--- src/rtl/coeff_collect_pkg.sv ---
// Shared definitions for the coefficient bank collector: default sizes,
// load FSM state encoding and the width rule for the optional tap sum
// (enabled with the COEFF_BANK_SUM_EN macro).
package coeff_collect_pkg;

   localparam int NTAP_DEF  = 9;
   localparam int CW_DEF    = 9;
   localparam int PCW_DEF   = 16;
   localparam int NBANK_DEF = 2;

   typedef enum logic [0:0] {
      LD_IDLE  = 1'b0,
      LD_COEFF = 1'b1
   } ld_state_e;

   // A sum of ntap values of cw bits needs clog2(ntap) guard bits.
   function automatic int sum_w(input int ntap, input int cw);
      return cw + $clog2(ntap);
   endfunction

endpackage

--- src/rtl/coeff_bank_collect_if.sv ---
// Handshake bundle between the coefficient source, the collector and the
// convolution core. coeffs_sum exists only when COEFF_BANK_SUM_EN is defined.
interface coeff_bank_collect_if
   import coeff_collect_pkg::*;
#(
   parameter int NTAP = NTAP_DEF,
   parameter int CW   = CW_DEF,
   parameter int PCW  = PCW_DEF,
   parameter int SW   = sum_w(NTAP, CW)
);

   logic                  pixel_count_valid;
   logic                  pixel_count_ready;
   logic [PCW-1:0]        pixel_count;

   logic                  coeff_valid;
   logic                  coeff_ready;
   logic signed [CW-1:0]  coeff_data;

   logic                  coeffs_valid;
   logic                  coeffs_ready;
   logic signed [CW-1:0]  coeffs_data [NTAP];
`ifdef COEFF_BANK_SUM_EN
   logic signed [SW-1:0]  coeffs_sum;
`endif

   // Collector side
   modport slave (
      input  pixel_count_valid, pixel_count, coeff_valid, coeff_data, coeffs_ready,
`ifdef COEFF_BANK_SUM_EN
      output coeffs_sum,
`endif
      output pixel_count_ready, coeff_ready, coeffs_valid, coeffs_data
   );

   // Source / sink side
   modport master (
      output pixel_count_valid, pixel_count, coeff_valid, coeff_data, coeffs_ready,
`ifdef COEFF_BANK_SUM_EN
      input  coeffs_sum,
`endif
      input  pixel_count_ready, coeff_ready, coeffs_valid, coeffs_data
   );

endinterface

--- src/rtl/coeff_bank_collect_bank.sv ---
// One coefficient bank: tap registers, remaining-pixel counter, occupancy
// flags and (with COEFF_BANK_SUM_EN) the running sum of the loaded taps.
module coeff_bank
   import coeff_collect_pkg::*;
#(
   parameter int NTAP = NTAP_DEF,
   parameter int CW   = CW_DEF,
   parameter int PCW  = PCW_DEF,
   parameter int IW   = $clog2(NTAP),
   parameter int SW   = sum_w(NTAP, CW)
)(
   input  logic                 clk,
   input  logic                 rst,
   input  logic                 claim,
   input  logic [PCW-1:0]       load_count,
   input  logic                 wr_en,
   input  logic [IW-1:0]        tap_idx,
   input  logic signed [CW-1:0] wr_data,
   input  logic                 commit,
   input  logic                 consume,
   output logic                 free,
   output logic                 full,
   output logic                 last,
`ifdef COEFF_BANK_SUM_EN
   output logic signed [SW-1:0] sum,
`endif
   output logic signed [CW-1:0] taps [NTAP]
);

   logic [PCW-1:0] remaining;
   logic           busy;
   logic           has_pixels;

   assign has_pixels = (remaining != '0);
   assign last       = full && (remaining == PCW'(1));
   assign free       = !busy;

   // Job length: captured on claim, counted down by each consumed vector
   always_ff @(posedge clk or negedge rst) begin
      if (!rst)         remaining <= '0;
      else if (claim)   remaining <= load_count;
      else if (consume) remaining <= remaining - 1'b1;
   end

   // Occupancy: busy from claim until the last vector leaves; a zero-length
   // job releases the bank as soon as its taps are complete
   always_ff @(posedge clk or negedge rst) begin
      if (!rst) begin
         busy <= 1'b0;
         full <= 1'b0;
      end else if (claim) begin
         busy <= 1'b1;
      end else if (commit) begin
         busy <= has_pixels;
         full <= has_pixels;
      end else if (consume && last) begin
         busy <= 1'b0;
         full <= 1'b0;
      end
   end

   // Tap registers, written one at a time in tap order
   always_ff @(posedge clk or negedge rst) begin
      if (!rst) begin
         for (int i = 0; i < NTAP; i++) taps[i] <= '0;
      end else begin
         for (int i = 0; i < NTAP; i++)
            if (wr_en && tap_idx == IW'(i)) taps[i] <= wr_data;
      end
   end

`ifdef COEFF_BANK_SUM_EN
   function automatic logic signed [SW-1:0] sext(input logic signed [CW-1:0] v);
      return {{(SW-CW){v[CW-1]}}, v};
   endfunction

   // Running tap sum, restarted when the bank is claimed
   always_ff @(posedge clk or negedge rst) begin
      if (!rst)       sum <= '0;
      else if (claim) sum <= '0;
      else if (wr_en) sum <= sum + sext(wr_data);
   end
`endif

endmodule

--- src/rtl/coeff_bank_collect.sv ---
// Coefficient collector top: serial tap loading into NBANK rotating banks,
// parallel presentation of the oldest full bank once per pixel.
// Optional feature macro: COEFF_BANK_SUM_EN (adds coeffs_sum).
module coeff_bank_collect
   import coeff_collect_pkg::*;
#(
   parameter int NTAP  = NTAP_DEF,
   parameter int CW    = CW_DEF,
   parameter int PCW   = PCW_DEF,
   parameter int NBANK = NBANK_DEF
)(
   input logic              clk,
   input logic              rst,
   coeff_bank_collect_if.slave bus
);

   localparam int IW = $clog2(NTAP);
   localparam int PW = $clog2(NBANK);
   localparam int SW = sum_w(NTAP, CW);

   ld_state_e       state, state_nx;
   logic            run;
   logic [IW-1:0]   idx;
   logic [PW-1:0]   wr_ptr, rd_ptr;
   logic            job_zero;

   logic            pc_ready, claim, wr_en, commit, consume;
   logic [NBANK-1:0] bank_free, bank_full, bank_last;
   logic [NBANK-1:0] bank_claim, bank_wr, bank_commit, bank_consume;
   logic signed [CW-1:0] bank_taps [NBANK][NTAP];
`ifdef COEFF_BANK_SUM_EN
   logic signed [SW-1:0] bank_sum [NBANK];
`endif

   // Held low through reset so the source sees no ready until released
   always_ff @(posedge clk or negedge rst) begin
      if (!rst) run <= 1'b0;
      else      run <= 1'b1;
   end

   // Load FSM state register
   always_ff @(posedge clk or negedge rst) begin
      if (!rst) state <= LD_IDLE;
      else      state <= state_nx;
   end

   // Load FSM next state and strobes; readies depend only on registers
   always_comb begin
      state_nx = state;
      pc_ready = 1'b0;
      claim    = 1'b0;
      wr_en    = 1'b0;
      commit   = 1'b0;
      case (state)
         LD_IDLE: begin
            pc_ready = run && bank_free[wr_ptr];
            if (bus.pixel_count_valid && pc_ready) begin
               claim    = 1'b1;
               state_nx = LD_COEFF;
            end
         end
         LD_COEFF: begin
            if (bus.coeff_valid) begin
               wr_en = 1'b1;
               if (idx == IW'(NTAP - 1)) begin
                  commit   = 1'b1;
                  state_nx = LD_IDLE;
               end
            end
         end
         default: state_nx = LD_IDLE;
      endcase
   end

   // Tap index and zero-length marker for the job being loaded; a
   // zero-length job leaves the write pointer in place so the read pointer
   // never lands on a bank that will not be presented
   always_ff @(posedge clk or negedge rst) begin
      if (!rst) begin
         idx      <= '0;
         job_zero <= 1'b0;
         wr_ptr   <= '0;
      end else begin
         if (claim) begin
            idx      <= '0;
            job_zero <= (bus.pixel_count == '0);
         end else if (wr_en) begin
            idx <= idx + 1'b1;
         end
         if (commit && !job_zero) wr_ptr <= wr_ptr + 1'b1;
      end
   end

   assign consume = bus.coeffs_valid && bus.coeffs_ready;

   // Read pointer steps past a bank once its final vector is taken
   always_ff @(posedge clk or negedge rst) begin
      if (!rst)                           rd_ptr <= '0;
      else if (consume && bank_last[rd_ptr]) rd_ptr <= rd_ptr + 1'b1;
   end

   assign bank_claim   = NBANK'(claim)   << wr_ptr;
   assign bank_wr      = NBANK'(wr_en)   << wr_ptr;
   assign bank_commit  = NBANK'(commit)  << wr_ptr;
   assign bank_consume = NBANK'(consume) << rd_ptr;

   for (genvar g = 0; g < NBANK; g++) begin : g_bank
      coeff_bank #(
         .NTAP (NTAP),
         .CW   (CW),
         .PCW  (PCW),
         .IW   (IW),
         .SW   (SW)
      ) u_bank (
         .clk        (clk),
         .rst        (rst),
         .claim      (bank_claim[g]),
         .load_count (bus.pixel_count),
         .wr_en      (bank_wr[g]),
         .tap_idx    (idx),
         .wr_data    (bus.coeff_data),
         .commit     (bank_commit[g]),
         .consume    (bank_consume[g]),
         .free       (bank_free[g]),
         .full       (bank_full[g]),
         .last       (bank_last[g]),
`ifdef COEFF_BANK_SUM_EN
         .sum        (bank_sum[g]),
`endif
         .taps       (bank_taps[g])
      );
   end

   assign bus.pixel_count_ready = pc_ready;
   assign bus.coeff_ready       = (state == LD_COEFF);
   assign bus.coeffs_valid      = bank_full[rd_ptr];
   assign bus.coeffs_data       = bank_taps[rd_ptr];
`ifdef COEFF_BANK_SUM_EN
   assign bus.coeffs_sum        = bank_sum[rd_ptr];
`endif

endmodule

--- src/flat_wrapper.sv ---
// flat-port wrapper written by rule: the top's interface ports become plain ports
module coeff_bank_collect_flat import coeff_collect_pkg::*;
#(
   parameter int NTAP  = NTAP_DEF,
   parameter int CW    = CW_DEF,
   parameter int PCW   = PCW_DEF,
   parameter int NBANK = NBANK_DEF
)
  (clk, rst, bus_pixel_count_valid, bus_pixel_count, bus_coeff_valid, bus_coeff_data, bus_coeffs_ready, bus_pixel_count_ready, bus_coeff_ready, bus_coeffs_valid, bus_coeffs_data);
  coeff_bank_collect_if #(.NTAP(NTAP), .CW(CW), .PCW(PCW)) bus_i ();
  input logic clk;
  input logic rst;
  input wire logic [$bits(bus_i.pixel_count_valid)-1:0] bus_pixel_count_valid;
  input wire logic [$bits(bus_i.pixel_count)-1:0] bus_pixel_count;
  input wire logic [$bits(bus_i.coeff_valid)-1:0] bus_coeff_valid;
  input wire logic [$bits(bus_i.coeff_data)-1:0] bus_coeff_data;
  input wire logic [$bits(bus_i.coeffs_ready)-1:0] bus_coeffs_ready;
  output wire logic [$bits(bus_i.pixel_count_ready)-1:0] bus_pixel_count_ready;
  output wire logic [$bits(bus_i.coeff_ready)-1:0] bus_coeff_ready;
  output wire logic [$bits(bus_i.coeffs_valid)-1:0] bus_coeffs_valid;
  output wire logic [$bits(bus_i.coeffs_data)-1:0] bus_coeffs_data;
  assign bus_i.pixel_count_valid = bus_pixel_count_valid;
  assign bus_i.pixel_count = bus_pixel_count;
  assign bus_i.coeff_valid = bus_coeff_valid;
  assign bus_i.coeff_data = bus_coeff_data;
  assign bus_i.coeffs_ready = bus_coeffs_ready;
  assign bus_pixel_count_ready = bus_i.pixel_count_ready;
  assign bus_coeff_ready = bus_i.coeff_ready;
  assign bus_coeffs_valid = bus_i.coeffs_valid;
  assign bus_coeffs_data = {>>{bus_i.coeffs_data}};
  coeff_bank_collect #(.NTAP(NTAP), .CW(CW), .PCW(PCW), .NBANK(NBANK)) u_core (.clk(clk), .rst(rst), .bus(bus_i));
endmodule
--- config.mk ---
export PLATFORM = sky130hd
export DESIGN_NAME = coeff_bank_collect_flat
export DESIGN_NICKNAME = d
export VERILOG_FILES = /design/src/rtl/coeff_collect_pkg.sv /design/src/rtl/coeff_bank_collect_if.sv /design/src/rtl/coeff_bank_collect_bank.sv /design/src/rtl/coeff_bank_collect.sv /design/src/flat_wrapper.sv
export SDC_FILE = /design/constraint.sdc
export NUM_CORES = 1
export LEC_CHECK = 0
export CORE_UTILIZATION = 45
export CTS_BUF_LIST = sky130_fd_sc_hd__clkbuf_2
export CTS_CLUSTER_SIZE = 24
export DETAILED_ROUTE_END_ITERATION = 12
export GPL_TIMING_DRIVEN = 0
export HOLD_SLACK_MARGIN = 0.08
export PLACE_DENSITY = 0.79
export SLEW_MARGIN = 10
export SYNTH_ARGS = -nofsm -noshare
export SYNTH_HDL_FRONTEND = slang
export SYNTH_SLANG_ARGS = --single-unit
--- constraint.sdc ---
create_clock -name clk -period 2.3 [get_ports clk]
set_input_delay 0.46 -clock clk [delete_from_list [all_inputs] [get_ports clk]]
set_output_delay 0.46 -clock clk [all_outputs]
set_load 0.02 [all_outputs]
==> key figures <==
Synthesis
  – Part of the Yosys area used for sequential elements: 53.9%
  – Synth cell types: 46
  – Flops & latches, synth: 207
  – Post-synth EDFFs: 0
  – Cells after Synth: 749
  – Synthesized cell area: 9610 um^2
  – Avg Inst Size Synth: 12.8 um^2
  – Syn_nets: 787
  – Ys Warns: 0
  – Most common flop cell mapped by yosys: dfrtp_1
  – Fraction of registers with async set or reset after synthesis: 100%

Floorplanning
  – Core Area: 21000 um^2
  – Die X: 148 um
  – Row cnt: 53
  – Starting Density: 45.8%
  – Ports: 114
  – Die H: 148 um
  – Die area: 21900 um^2

Setup path
  – Critical path required time: 1.84 ns
  – Worst Reg-to-Reg Cells: 6
  – Crit Reg-Reg Startpoint: u_core.g_bank[1].u_bank.remaining[1]
  – Crit path kind: register to output pin
  – Worst setup EP type: output pin
  – Buf/Inv on CP: 4
  – R2r endpoint: u_core.g_bank[1].u_bank.remaining[10]
  – Crit path capture: bus_coeffs_data[14]
  – CP Cell Sequence: buf_6 > buf_6 > buf_8 > mux2_4 > buf_6
  – CP Launch Type: register
  – Crit-path slowest cell: dfrtp_2
  – Worst path most repeated cell: buf_6
  – Family with the most delay on the worst path: buffers and inverters
  – Crit path arrival time: 2.20 ns
  – Number of cells on the critical path: 5
  – Crit path from: u_core.rd_ptr
  – Register-to-Register Setup Slack: 0.13 ns
  – Crit Path Max Fanout: 5
  – Slowest cell delay on critical path: 0.48 ns

Outcome
  – Failing checks: setup timing
  – Outcome: finished with violations

Timing
  – PnR worst setup slack: -0.360 ns
  – Worst Clk Skew: about 0.16 ns
  – Worst Tran Pin Value: 0.815 ns
  – Period minus WS final: 2.66 ns
  – Crit share post-route: 116%
  – Final hold vios: 0
  – Sum Neg Setup Slack: -24.72 ns
  – FMAX: between 0.3 and 0.4 GHz
  – Normalized max-slew margin: 45.4%
  – Final Max Tran Viols: 0
  – RSZ-0062 raised after global routing: yes
  – Final setup vio count: 82

Power and ir drop
  – Peak VDD IR: 0.761 mV
  – Leakage: 5.68 nW
  – Power Dens Cells: 1220 nW/um^2

Global routing
  – Grt ovf: 0
  – Global-route wire length before repair: 37200 um
  – Pin count of the biggest net entering global routing: 106
  – Overall Global Routing Usage: between 20% and 30%
  – Initial antenna violation count: 1
  – Vias in the first global route: about 7000

Route
  – # DRC: 0
  – WL final: 23900 um
  – DR WL/cell: 19.0 um
  – Vias: 6838
  – Total iterations of the first detailed-routing run: 4
  – Antenna-violating nets left: 0
  – Initial DRC count: 440
  – Drt via density: 5.43

Placement
  – Number of buffer cells added on primary ports: 113
  – Area after DPL: 11100 um^2
  – Hpwl dp: approximately 15000 um
  – Global placer's final weighted congestion: 0.865

Clocking
  – Clock Latency Late Sink: 0.91 ns
  – CTS H-tree depth: 2
  – Clock Path Buffers: 3
  – Clock Pin Slew Worst Setup and Hold Paths: 0.11 ns
  – Num CTS Buffers: 54
  – Root buffer cell: clkbuf_2
  – Sink Count: 207
  – CTS tree: yes

Hold path
  – Hold WC Path Type: input port to async pin

Flow run
  – MaxCap Viol Count: 0

Finish
  – Layout cells sized above 1: between 40% and 50%
  – Design area: 12200 um^2
  – Area growth syn-to-layout: 26.5%
  – Number of nets in the layout: 978
## synth_stat cells (7+ instances only)
master	n	area (um^2)
nand2_1	52	195
a31oi_1	12	75.1
nor2_1	36	135
nor4_1	10	62.6
nand3_1	17	85.1
dfrtp_1	207	5180
clkbuf_1	30	113
ha_1	8	100
inv_1	10	37.5
o21ai_0	22	110
nor3_1	7	35.0
xor2_1	12	105
o31ai_1	8	60.1
mux2_2	244	2750
## layout make-up
type,instances,area (um^2)
Fill cell,1739,8800
Sequential cell,207,5180
Multi-Input combinational cell,499,4470
Timing Repair Buffer,137,1330
Clock buffer,75,375
Tap cell,275,344
Buffer,31,285
Clock inverter,25,123
Inverter,10,37.5
Antenna cell,1,2.50
## per-stage QoR
step | hold WS, ns | setup slack [ns] | instances | utilization, % | total power (W)
floorplan | 0.164 | 0.208 | 749 | - | 0.00962
global placement | 0.481 | -7.91 | 1137 | 52.9 | 0.0118
detailed placement | 0.488 | -0.664 | 1138 | 53.0 | 0.0120
CTS | 0.126 | -0.458 | 1250 | 56.3 | 0.0143
global route | 0.176 | -0.411 | 1260 | 58.0 | 0.0157
finish | 0.163 | -0.360 | 1260 | 58.0 | 0.0148
## layer usage
layer | wire [um] | track usage (%)
met1 | 10800 | 29.7
met2 | 11500 | 35.7
met4 | 360 | 6.60
met5 | 0 | 0
met3 | 1230 | 3.93
## cell usage in the layout (no fill, tap or decap), drive strengths merged, types with 17 or more instances in the layout
cell           count
dfrtp            207
nor2              36
buf              111
nand3             17
o21ai             22
nand2             52
clkdlybuf4s50     29
clkbuf           102
clkinv            23
mux2             244
## state kept, by name, summed over array words and instances (netlist names)
| signal | flops |
|---|---|
| u_core.g_bank.u_bank.full | 2 |
| u_core.g_bank.u_bank.taps | 162 |
| u_core.idx | 4 |
| u_core.g_bank.u_bank.remaining | 32 |
| u_core.wr_ptr | 1 |
| u_core.run | 1 |
| u_core.job_zero | 1 |
| u_core.rd_ptr | 1 |
| u_core.g_bank.u_bank.busy | 2 |
| u_core.bus.coeff_ready | 1 |
## power breakdown
group          switching (W)  internal, W
Clock                0.00161     0.000929
Combinational        0.00282      0.00331
Sequential          0.000975      0.00514
Total                0.00540      0.00938
## timing repair
action                                 CTS  global route
gates cloned                             0             5
endpoints found under the hold margin  102             0
pin swaps                                2             1
setup endpoints to repair               96            88
buffers inserted                        11             6
gates resized for setup                394           162
hold buffers                             1             0
## cell families after synthesis
family	Yosys count	synth area share, %
buffers and inverters	43	1.76
XOR/XNOR	18	1.64
AO/OA/AOI/OAI	59	3.87
multiplexers	246	28.8
other	1	0.0390
flip-flops	207	53.9
adder cells (fa/ha/maj)	8	1.04
AND/OR/NAND/NOR	167	8.92
## how the worst min path moves through the flow
stage | depth (start not counted) | endpoint | slack (ns) | from
after floorplan | 0 | u_core.bus.coeff_ready | 0.16 | rst
after global placement | 1 | u_core.g_bank[1].u_bank.taps[32] | 0.48 | u_core.g_bank[1].u_bank.taps[32]
after detailed placement | 1 | u_core.g_bank[1].u_bank.taps[62] | 0.49 | u_core.g_bank[1].u_bank.taps[62]
after CTS | 2 | u_core.g_bank[0].u_bank.taps[44] | 0.13 | rst
after global routing | 2 | u_core.g_bank[1].u_bank.taps[33] | 0.18 | rst
final | 2 | u_core.g_bank[0].u_bank.taps[33] | 0.16 | rst
Note: power is estimated with default switching activity, not from simulation.
